===== src/rtl/i2c_master_nbyte.sv =====
`default_nettype none
// +--------------------------------------------------------------------------+
// | Module   : i2c_master_nbyte                                              |
// | Brief    : Single-master 7-bit I2C master, NBYTES write/read per command; |
// |            define I2C_CLK_STRETCH_EN to honour slave clock stretching.    |
// | Revision : 1.0 - initial release                                          |
// +--------------------------------------------------------------------------+
module i2c_master_nbyte #(
   parameter int CLK_DIV = 4,
   parameter int NBYTES  = 1
) (
   input  logic                clk,
   input  logic                reset,
   input  logic                start,
   input  logic [6:0]          addr,
   input  logic                rw,
   input  logic [8*NBYTES-1:0] data_wr,
   output logic [8*NBYTES-1:0] data_rd,
   output logic                busy,
   output logic                done,
   output logic                ack_err,
   output logic [2:0]          state,
   output logic                scl_oe,
   output logic                sda_oe,
   input  logic                scl_in,
   input  logic                sda_in
);

   localparam int QW = (CLK_DIV > 2) ? $clog2(CLK_DIV) : 1;
   localparam int BW = $clog2(NBYTES + 1);
   localparam int IW = $clog2(8 * NBYTES);

   localparam logic [QW-1:0] c_DIV_LAST  = QW'(CLK_DIV - 1);
   localparam logic [BW-1:0] c_LAST_BYTE = BW'(NBYTES - 1);

   localparam logic [2:0] c_IDLE     = 3'd0;
   localparam logic [2:0] c_START    = 3'd1;
   localparam logic [2:0] c_ADDR     = 3'd2;
   localparam logic [2:0] c_ADDR_ACK = 3'd3;
   localparam logic [2:0] c_DATA     = 3'd4;
   localparam logic [2:0] c_DATA_ACK = 3'd5;
   localparam logic [2:0] c_STOP     = 3'd6;

   logic [2:0]          r_state;
   logic [1:0]          r_quarter;
   logic [QW-1:0]       r_qdiv;
   logic [2:0]          r_bit_cnt;
   logic [BW-1:0]       r_byte_cnt;
   logic [7:0]          r_addr_rw;
   logic [8*NBYTES-1:0] r_data_wr;
   logic [8*NBYTES-1:0] r_data_rd;
   logic                r_ack_bit;
   logic                r_busy;
   logic                r_done;
   logic                r_ack_err;
   logic                r_scl_oe;
   logic                r_sda_oe;

   logic [2:0]          w_state_nxt;
   logic [1:0]          w_quarter_nxt;
   logic [QW-1:0]       w_qdiv_nxt;
   logic [2:0]          w_bit_nxt;
   logic [BW-1:0]       w_byte_nxt;
   logic                w_scl_oe_nxt;
   logic                w_sda_oe_nxt;
   logic [IW-1:0]       w_tx_idx;
   logic [IW-1:0]       w_rx_idx;
   logic                w_accept;
   logic                w_tick;
   logic                w_sample;
   logic                w_slot_end;
   logic                w_last_byte;
   logic                w_rd;
   logic                w_nack_abort;

   // A command arriving in the done cycle is dropped, not deferred.
   assign w_accept = (r_state == c_IDLE) && start && !r_done;

`ifdef I2C_CLK_STRETCH_EN
   assign w_tick = !((r_quarter == 2'd2) && !r_scl_oe && !scl_in);
`else
   logic w_unused_scl;
   assign w_unused_scl = scl_in;
   assign w_tick       = 1'b1;
`endif

   assign w_sample     = (r_state != c_IDLE) && w_tick && (r_quarter == 2'd2) && (r_qdiv == c_DIV_LAST);
   assign w_slot_end   = (r_state != c_IDLE) && w_tick && (r_quarter == 2'd3) && (r_qdiv == c_DIV_LAST);
   assign w_last_byte  = (r_byte_cnt == c_LAST_BYTE);
   assign w_rd         = r_addr_rw[0];
   assign w_nack_abort = w_slot_end && r_ack_bit &&
                         ((r_state == c_ADDR_ACK) || ((r_state == c_DATA_ACK) && !w_rd));
   assign w_rx_idx     = IW'(8 * (NBYTES - 1 - int'(r_byte_cnt)) + int'(r_bit_cnt));

   always_comb begin
      w_state_nxt   = r_state;
      w_quarter_nxt = r_quarter;
      w_qdiv_nxt    = r_qdiv;
      w_bit_nxt     = r_bit_cnt;
      w_byte_nxt    = r_byte_cnt;
      if (r_state == c_IDLE) begin
         if (w_accept) begin
            w_state_nxt   = c_START;
            w_quarter_nxt = 2'd0;
            w_qdiv_nxt    = '0;
            w_bit_nxt     = 3'd0;
            w_byte_nxt    = '0;
         end
      end else if (w_tick) begin
         if (r_qdiv == c_DIV_LAST) begin
            w_qdiv_nxt    = '0;
            w_quarter_nxt = r_quarter + 2'd1;
         end else begin
            w_qdiv_nxt = r_qdiv + QW'(1);
         end
         if (w_slot_end) begin
            case (r_state)
               c_START: begin
                  w_state_nxt = c_ADDR;
                  w_bit_nxt   = 3'd7;
               end
               c_ADDR: begin
                  if (r_bit_cnt == 3'd0) w_state_nxt = c_ADDR_ACK;
                  else                   w_bit_nxt   = r_bit_cnt - 3'd1;
               end
               c_ADDR_ACK: begin
                  if (r_ack_bit) begin
                     w_state_nxt = c_STOP;
                  end else begin
                     w_state_nxt = c_DATA;
                     w_bit_nxt   = 3'd7;
                     w_byte_nxt  = '0;
                  end
               end
               c_DATA: begin
                  if (r_bit_cnt == 3'd0) w_state_nxt = c_DATA_ACK;
                  else                   w_bit_nxt   = r_bit_cnt - 3'd1;
               end
               c_DATA_ACK: begin
                  if (w_nack_abort || w_last_byte) begin
                     w_state_nxt = c_STOP;
                  end else begin
                     w_state_nxt = c_DATA;
                     w_bit_nxt   = 3'd7;
                     w_byte_nxt  = r_byte_cnt + BW'(1);
                  end
               end
               c_STOP: begin
                  w_state_nxt = c_IDLE;
                  w_byte_nxt  = '0;
               end
               default: w_state_nxt = c_IDLE;
            endcase
         end
      end
   end

   // Pad enables are registered from the upcoming slot position so they leave the flop glitch-free.
   always_comb begin
      w_tx_idx     = IW'(8 * (NBYTES - 1 - int'(w_byte_nxt)) + int'(w_bit_nxt));
      w_scl_oe_nxt = 1'b0;
      w_sda_oe_nxt = 1'b0;
      case (w_state_nxt)
         c_START: begin
            w_sda_oe_nxt = w_quarter_nxt[1];
         end
         c_ADDR: begin
            w_scl_oe_nxt = !w_quarter_nxt[1];
            w_sda_oe_nxt = !r_addr_rw[w_bit_nxt];
         end
         c_ADDR_ACK: begin
            w_scl_oe_nxt = !w_quarter_nxt[1];
         end
         c_DATA: begin
            w_scl_oe_nxt = !w_quarter_nxt[1];
            w_sda_oe_nxt = !w_rd && !r_data_wr[w_tx_idx];
         end
         c_DATA_ACK: begin
            w_scl_oe_nxt = !w_quarter_nxt[1];
            w_sda_oe_nxt = w_rd && (w_byte_nxt != c_LAST_BYTE);
         end
         c_STOP: begin
            w_scl_oe_nxt = !w_quarter_nxt[1];
            w_sda_oe_nxt = (w_quarter_nxt != 2'd3);
         end
         default: ;
      endcase
   end

   always_ff @(posedge clk or negedge reset) begin
      if (!reset) begin
         r_state    <= c_IDLE;
         r_quarter  <= 2'd0;
         r_qdiv     <= '0;
         r_bit_cnt  <= 3'd0;
         r_byte_cnt <= '0;
         r_addr_rw  <= 8'd0;
         r_data_wr  <= '0;
         r_data_rd  <= '0;
         r_ack_bit  <= 1'b0;
         r_busy     <= 1'b0;
         r_done     <= 1'b0;
         r_ack_err  <= 1'b0;
         r_scl_oe   <= 1'b0;
         r_sda_oe   <= 1'b0;
      end else begin
         r_state    <= w_state_nxt;
         r_quarter  <= w_quarter_nxt;
         r_qdiv     <= w_qdiv_nxt;
         r_bit_cnt  <= w_bit_nxt;
         r_byte_cnt <= w_byte_nxt;
         r_scl_oe   <= w_scl_oe_nxt;
         r_sda_oe   <= w_sda_oe_nxt;
         r_done     <= 1'b0;
         if (w_accept) begin
            r_addr_rw <= {addr, rw};
            r_data_wr <= data_wr;
            r_ack_err <= 1'b0;
            r_busy    <= 1'b1;
         end
         if (w_sample) begin
            r_ack_bit <= sda_in;
            if ((r_state == c_DATA) && w_rd) r_data_rd[w_rx_idx] <= sda_in;
         end
         if (w_nack_abort) r_ack_err <= 1'b1;
         if (w_slot_end && (r_state == c_STOP)) begin
            r_busy <= 1'b0;
            r_done <= 1'b1;
         end
      end
   end

   assign data_rd = r_data_rd;
   assign busy    = r_busy;
   assign done    = r_done;
   assign ack_err = r_ack_err;
   assign state   = r_state;
   assign scl_oe  = r_scl_oe;
   assign sda_oe  = r_sda_oe;

endmodule
`default_nettype wire

===== config.mk =====
export PLATFORM = sky130hd
export DESIGN_NAME = i2c_master_nbyte
export DESIGN_NICKNAME = d
export VERILOG_FILES = /design/src/rtl/i2c_master_nbyte.sv
export SDC_FILE = /design/constraint.sdc
export NUM_CORES = 1
export LEC_CHECK = 0
export CORE_MARGIN = 2
export CORE_UTILIZATION = 57
export DETAILED_ROUTE_END_ITERATION = 10
export GPL_TIMING_DRIVEN = 1
export PLACE_DENSITY_LB_ADDON = 0.25
export SLEW_MARGIN = 5
export SYNTH_ARGS = -nofsm -noshare
export SYNTH_HDL_FRONTEND = slang
export SYNTH_SLANG_ARGS = --single-unit

===== constraint.sdc =====
create_clock -name clk -period 4.3 [get_ports clk]
set_input_delay 1.29 -clock clk [delete_from_list [all_inputs] [get_ports clk]]
set_output_delay 1.29 -clock clk [all_outputs]
set_load 0.03 [all_outputs]

==> reports/qor.log <==
qor: timing.unrepaired_setup_endpoints_after_global_routing false
qor: clocking.cts_buffer_depth 2
qor: setup_path.crit-reg2reg-launch r_bit_cnt[1]
qor: logic_synthesis.postSynthAreaPerCell 9.34 sq um
qor: setup_path.path_cells clkdlybuf4s50_1 -> nand2b_1 -> nor2_1 -> a311oi_4 -> mux2i_1 -> mux4_2 -> a21oi_1 -> o21ai_1
qor: cells_and_area.nets 308
qor: setup_path.worst_ep_arrival_time 3450 ps
qor: clocking.latest_clock_arrival_within_the_worst_skew_pair 300 ps
qor: setup_path.timing.reg2reg.setup_slack 1050 ps
qor: floorplan.coreArea 3940 sq um
qor: cells_and_area.layout_cell_share_with_drive_strength_beyond_1 11.7%
qor: setup_path.critical-path-max-stage-delay 540 ps
qor: global_routing.antenna_violations_before_repair 0
qor: drt.wl 4.82 mm
qor: clocking.cts_hold_repair.buffers 0
qor: timing.tns 0 ps
qor: placed_design.placement.io_buffers 35
qor: timing.maxSlewViolCount 0
qor: timing.worst_pin_slew 898 ps
qor: cells_and_area.n_antenna_cell 0
qor: power_and_ir_drop.share_comb_of_total_power 47.6%
qor: power_and_ir_drop.intPower 1.04 mW
qor: logic_synthesis.synth-compound-area-share 15.2%
qor: setup_path.setup.worst_path.class in -> reg
qor: global_routing.grt_util_all_layers 24.4%
qor: timing.timing_hold_violations_final 0
qor: power_and_ir_drop.sw_power 0.766 mW
qor: hold_path.worst_hold_path.num_cells 2
qor: logic_synthesis.synth.largest_area_cell sky130_fd_sc_hd__dfrtp_1
qor: setup_path.r2r_cells 10
qor: drt.drt_iter0_drc 150
qor: logic_synthesis.synthXorXnorAreaFrac 0.756%
qor: drt.antenna_left 0
qor: placed_design.place_hpwl 3.42 mm
qor: setup_path.path_max_fanout 9
qor: timing.worst_slew_margin_rel 40.1%
qor: clocking.cts_root_buf sky130_fd_sc_hd__clkbuf_8
qor: drt.post-route-drc-count 0
qor: logic_synthesis.post_synth_inst_count 248
qor: timing.fin_ws 1020 ps
qor: global_routing.grt_max_degree 42
qor: placed_design.place_inst 325
qor: cells_and_area.finalCoreUtilization 70.2%
qor: floorplan.core.rowCount 23
qor: hold_path.hold_path.class reg -> reg
qor: logic_synthesis.synth_top_family_by_area simple AND/OR/NAND/NOR gates
qor: setup_path.critPathLaunchType primary input
qor: logic_synthesis.syn_nets 274
qor: power_and_ir_drop.p_seq_share 38.0%
qor: floorplan.total_die_area 4590 sq um
qor: timing.worst_hold_slack 470 ps
qor: floorplan.chipHeight 67.8 um
qor: global_routing.first_global_vias 1758
qor: clocking.post-cts-setup-buffers 0
qor: timing.min_period 3280 ps
qor: clocking.cts_repair_resize_count 0
qor: placed_design.gp_congestion 0.916
qor: logic_synthesis.synth.mux.area_fraction 9.29%
qor: setup_path.worst-endpoint-required 4470 ps
qor: logic_synthesis.netlist_area 2320 sq um
qor: power_and_ir_drop.power-per-cell-area 651 nW/um^2
qor: logic_synthesis.synth_enable_flop_cells 0
qor: timing.layout_worst_path_cycle_share 76.2%
qor: power_and_ir_drop.p_clk_share 14.4%
qor: logic_synthesis.netlist_top_cells_area sky130_fd_sc_hd__dfrtp_1 44%, sky130_fd_sc_hd__nand2_1 9.7%, sky130_fd_sc_hd__mux2_2 4.9%, sky130_fd_sc_hd__mux2i_1 3.5%, sky130_fd_sc_hd__ha_1 2.7%
qor: logic_synthesis.postSynthRegisterBits 41
qor: clocking.numCtsBuffers 5
qor: status.status completed
qor: cells_and_area.stdcell_count 332
qor: logic_synthesis.yosysWarnings 0
qor: logic_synthesis.synthFlopType sky130_fd_sc_hd__dfrtp_1
qor: clocking.cts.reportedPaths.clkPinSlew 70 ps
qor: hold_path.hold_critical_path_endpoint r_data_wr[4]
qor: logic_synthesis.synth_cell_types 50
qor: clocking.cts_tree yes
qor: global_routing.grt.overflow.total 0
qor: floorplan.initial_core_util 58.8%
qor: clocking.cts_sinks 41
qor: logic_synthesis.post_synthesis_async_set_or_reset_flop_share 100%
qor: floorplan.io-pin-count 37
qor: power_and_ir_drop.p_leak 1.21 nW
qor: setup_path.worst_path_max_delay_cell sky130_fd_sc_hd__a311oi_4
qor: drt.detailedRoute.firstPassIterationCount 4
qor: floorplan.floorplan.die.width 67.8 um
qor: logic_synthesis.synth_adder_area_share 2.70%
qor: setup_path.timing.critical_path.to_type register
qor: timing.fmaxAchievable 305 MHz
qor: hold_path.worstHoldStart r_data_wr[4]
qor: placed_design.place_ws 740 ps
qor: power_and_ir_drop.swShare 42.5%
qor: drt.vias_per_cell 5.73
qor: drt.vias 1901
qor: job.maxCapViolations 0
qor: logic_synthesis.synth_top_area_share 44.3%
qor: logic_synthesis.synth_simple_gate_area_share 23.5%
qor: logic_synthesis.synth_seq_area_share 44.3%
qor: setup_path.worst_reg2reg_endpoint sda_oe
qor: cells_and_area.synthToLayoutAreaGrowth 19.5%
qor: drt.wl_per_cell 14.5 um
qor: timing.setup_viol 0
qor: power_and_ir_drop.max-vdd-ir-drop 0.415 mV
qor: timing.skew 9.58 ps
qor: clocking.cts-htree-levels 2
qor: global_routing.grt_pass1_wl 8.31 mm
[through the flow]
stage	instance area (sq um)	total power, mW
2_1_floorplan	2320	1.32
3_3_place_gp	2680	1.51
3_5_place_dp	2680	1.54
4_1_cts	2770	1.80
5_1_grt	2770	1.94
6_report	2770	1.80
[cell usage in the layout (no fill, tap or decap), types with 2 or more instances in the layout]
| cell type | n |
|---|---|
| sky130_fd_sc_hd__nand2_1 | 60 |
| sky130_fd_sc_hd__dfrtp_1 | 41 |
| sky130_fd_sc_hd__clkdlybuf4s50_1 | 34 |
| sky130_fd_sc_hd__nor2_1 | 13 |
| sky130_fd_sc_hd__nand3_1 | 11 |
| sky130_fd_sc_hd__o21ai_0 | 11 |
| sky130_fd_sc_hd__mux2_2 | 10 |
| sky130_fd_sc_hd__mux2i_1 | 8 |
| sky130_fd_sc_hd__nor3_1 | 7 |
| sky130_fd_sc_hd__inv_1 | 6 |
| sky130_fd_sc_hd__a21oi_1 | 6 |
| sky130_fd_sc_hd__a31oi_1 | 6 |
| sky130_fd_sc_hd__clkbuf_8 | 6 |
| sky130_fd_sc_hd__nand2b_1 | 5 |
| sky130_fd_sc_hd__ha_1 | 5 |
| sky130_fd_sc_hd__nor3b_1 | 4 |
| sky130_fd_sc_hd__and2_1 | 4 |
| sky130_fd_sc_hd__o21a_1 | 4 |
| sky130_fd_sc_hd__buf_4 | 4 |
| sky130_fd_sc_hd__a21o_1 | 2 |
| sky130_fd_sc_hd__nor2b_1 | 2 |
| sky130_fd_sc_hd__xnor2_1 | 2 |
| sky130_fd_sc_hd__a211oi_2 | 2 |
| sky130_fd_sc_hd__o2111ai_1 | 2 |
| sky130_fd_sc_hd__o31ai_1 | 2 |
[critical path, delay by kind of cell]
kind / cells / cell delay (ps)
buf+inv: 1 / 410
compound gates: 3 / 780
mux: 2 / 660
simple gates: 2 / 300
[how the worst max path moves through the flow]
stage / startpoint / end / slack [ps]
3_5_place_dp: start / sda_oe / 740
3_3_place_gp: start / sda_oe / 760
2_1_floorplan: start / sda_oe / 1190
5_1_grt: r_bit_cnt[1] / sda_oe / 760
6_report: start / sda_oe / 1020
4_1_cts: start / sda_oe / 1050
[cells in the mapped netlist (5+ instances only)]
| master | n |
|---|---|
| sky130_fd_sc_hd__nand2b_1 | 5 |
| sky130_fd_sc_hd__clkbuf_1 | 5 |
| sky130_fd_sc_hd__nand2_1 | 60 |
| sky130_fd_sc_hd__mux2_2 | 10 |
| sky130_fd_sc_hd__ha_1 | 5 |
| sky130_fd_sc_hd__dfrtp_1 | 41 |
| sky130_fd_sc_hd__a31oi_1 | 6 |
| sky130_fd_sc_hd__mux2i_1 | 8 |
| sky130_fd_sc_hd__nor2_1 | 13 |
| sky130_fd_sc_hd__o21ai_0 | 11 |
| sky130_fd_sc_hd__a21oi_1 | 6 |
| sky130_fd_sc_hd__nor3_1 | 7 |
| sky130_fd_sc_hd__inv_1 | 6 |
| sky130_fd_sc_hd__nand3_1 | 11 |
[sequential cells by signal, indices dropped and copies added, names as in the netlist, 2 cells and up]
signal and cells:
r_addr_rw 8, state 3, r_quarter 2, r_qdiv 2, r_bit_cnt 3, r_data_wr 8, data_rd 8
[final cells by class]
| cell class | count | area, sq um |
|---|---|---|
| Sequential cell | 41 | 1030 |
| Timing Repair Buffer | 39 | 375 |
| Multi-Input combinational cell | 189 | 1190 |
| Fill cell | 312 | 1170 |
| Inverter | 6 | 22.5 |
| Tap cell | 50 | 62.6 |
| Clock inverter | 1 | 7.51 |
| Clock buffer | 6 | 82.6 |
[logic make-up after synthesis]
group                      after synthesis
muxes                                   19
adders and majority gates                5
DFF                                     41
buffers and inverters                   18
AOI/OAI and AO/OA                       48
and+or+nand+nor                        115
xor gates and xnor gates                 2
[per-layer routing]
layer | track usage [%] | vias up | share of wire, %
met5 | 0 | - | 0
met4 | 9.69 | 0 | 2.2
met3 | 4.50 | 12 | 5.3
met2 | 37.0 | 63 | 47
met1 | 34.5 | 891 | 45
li1 | - | 935 | -
[power by group through the flow]
stage | registers [mW] | clock network (mW) | logic, mW
5_1_grt | 0.709 | 0.280 | 0.951
3_3_place_gp | 0.680 | 0 | 0.832
2_1_floorplan | 0.671 | 0 | 0.651
6_report | 0.685 | 0.259 | 0.857
4_1_cts | 0.681 | 0.264 | 0.859
3_5_place_dp | 0.689 | 0 | 0.854
No activity file was read; power rests on OpenSTA's default activity.
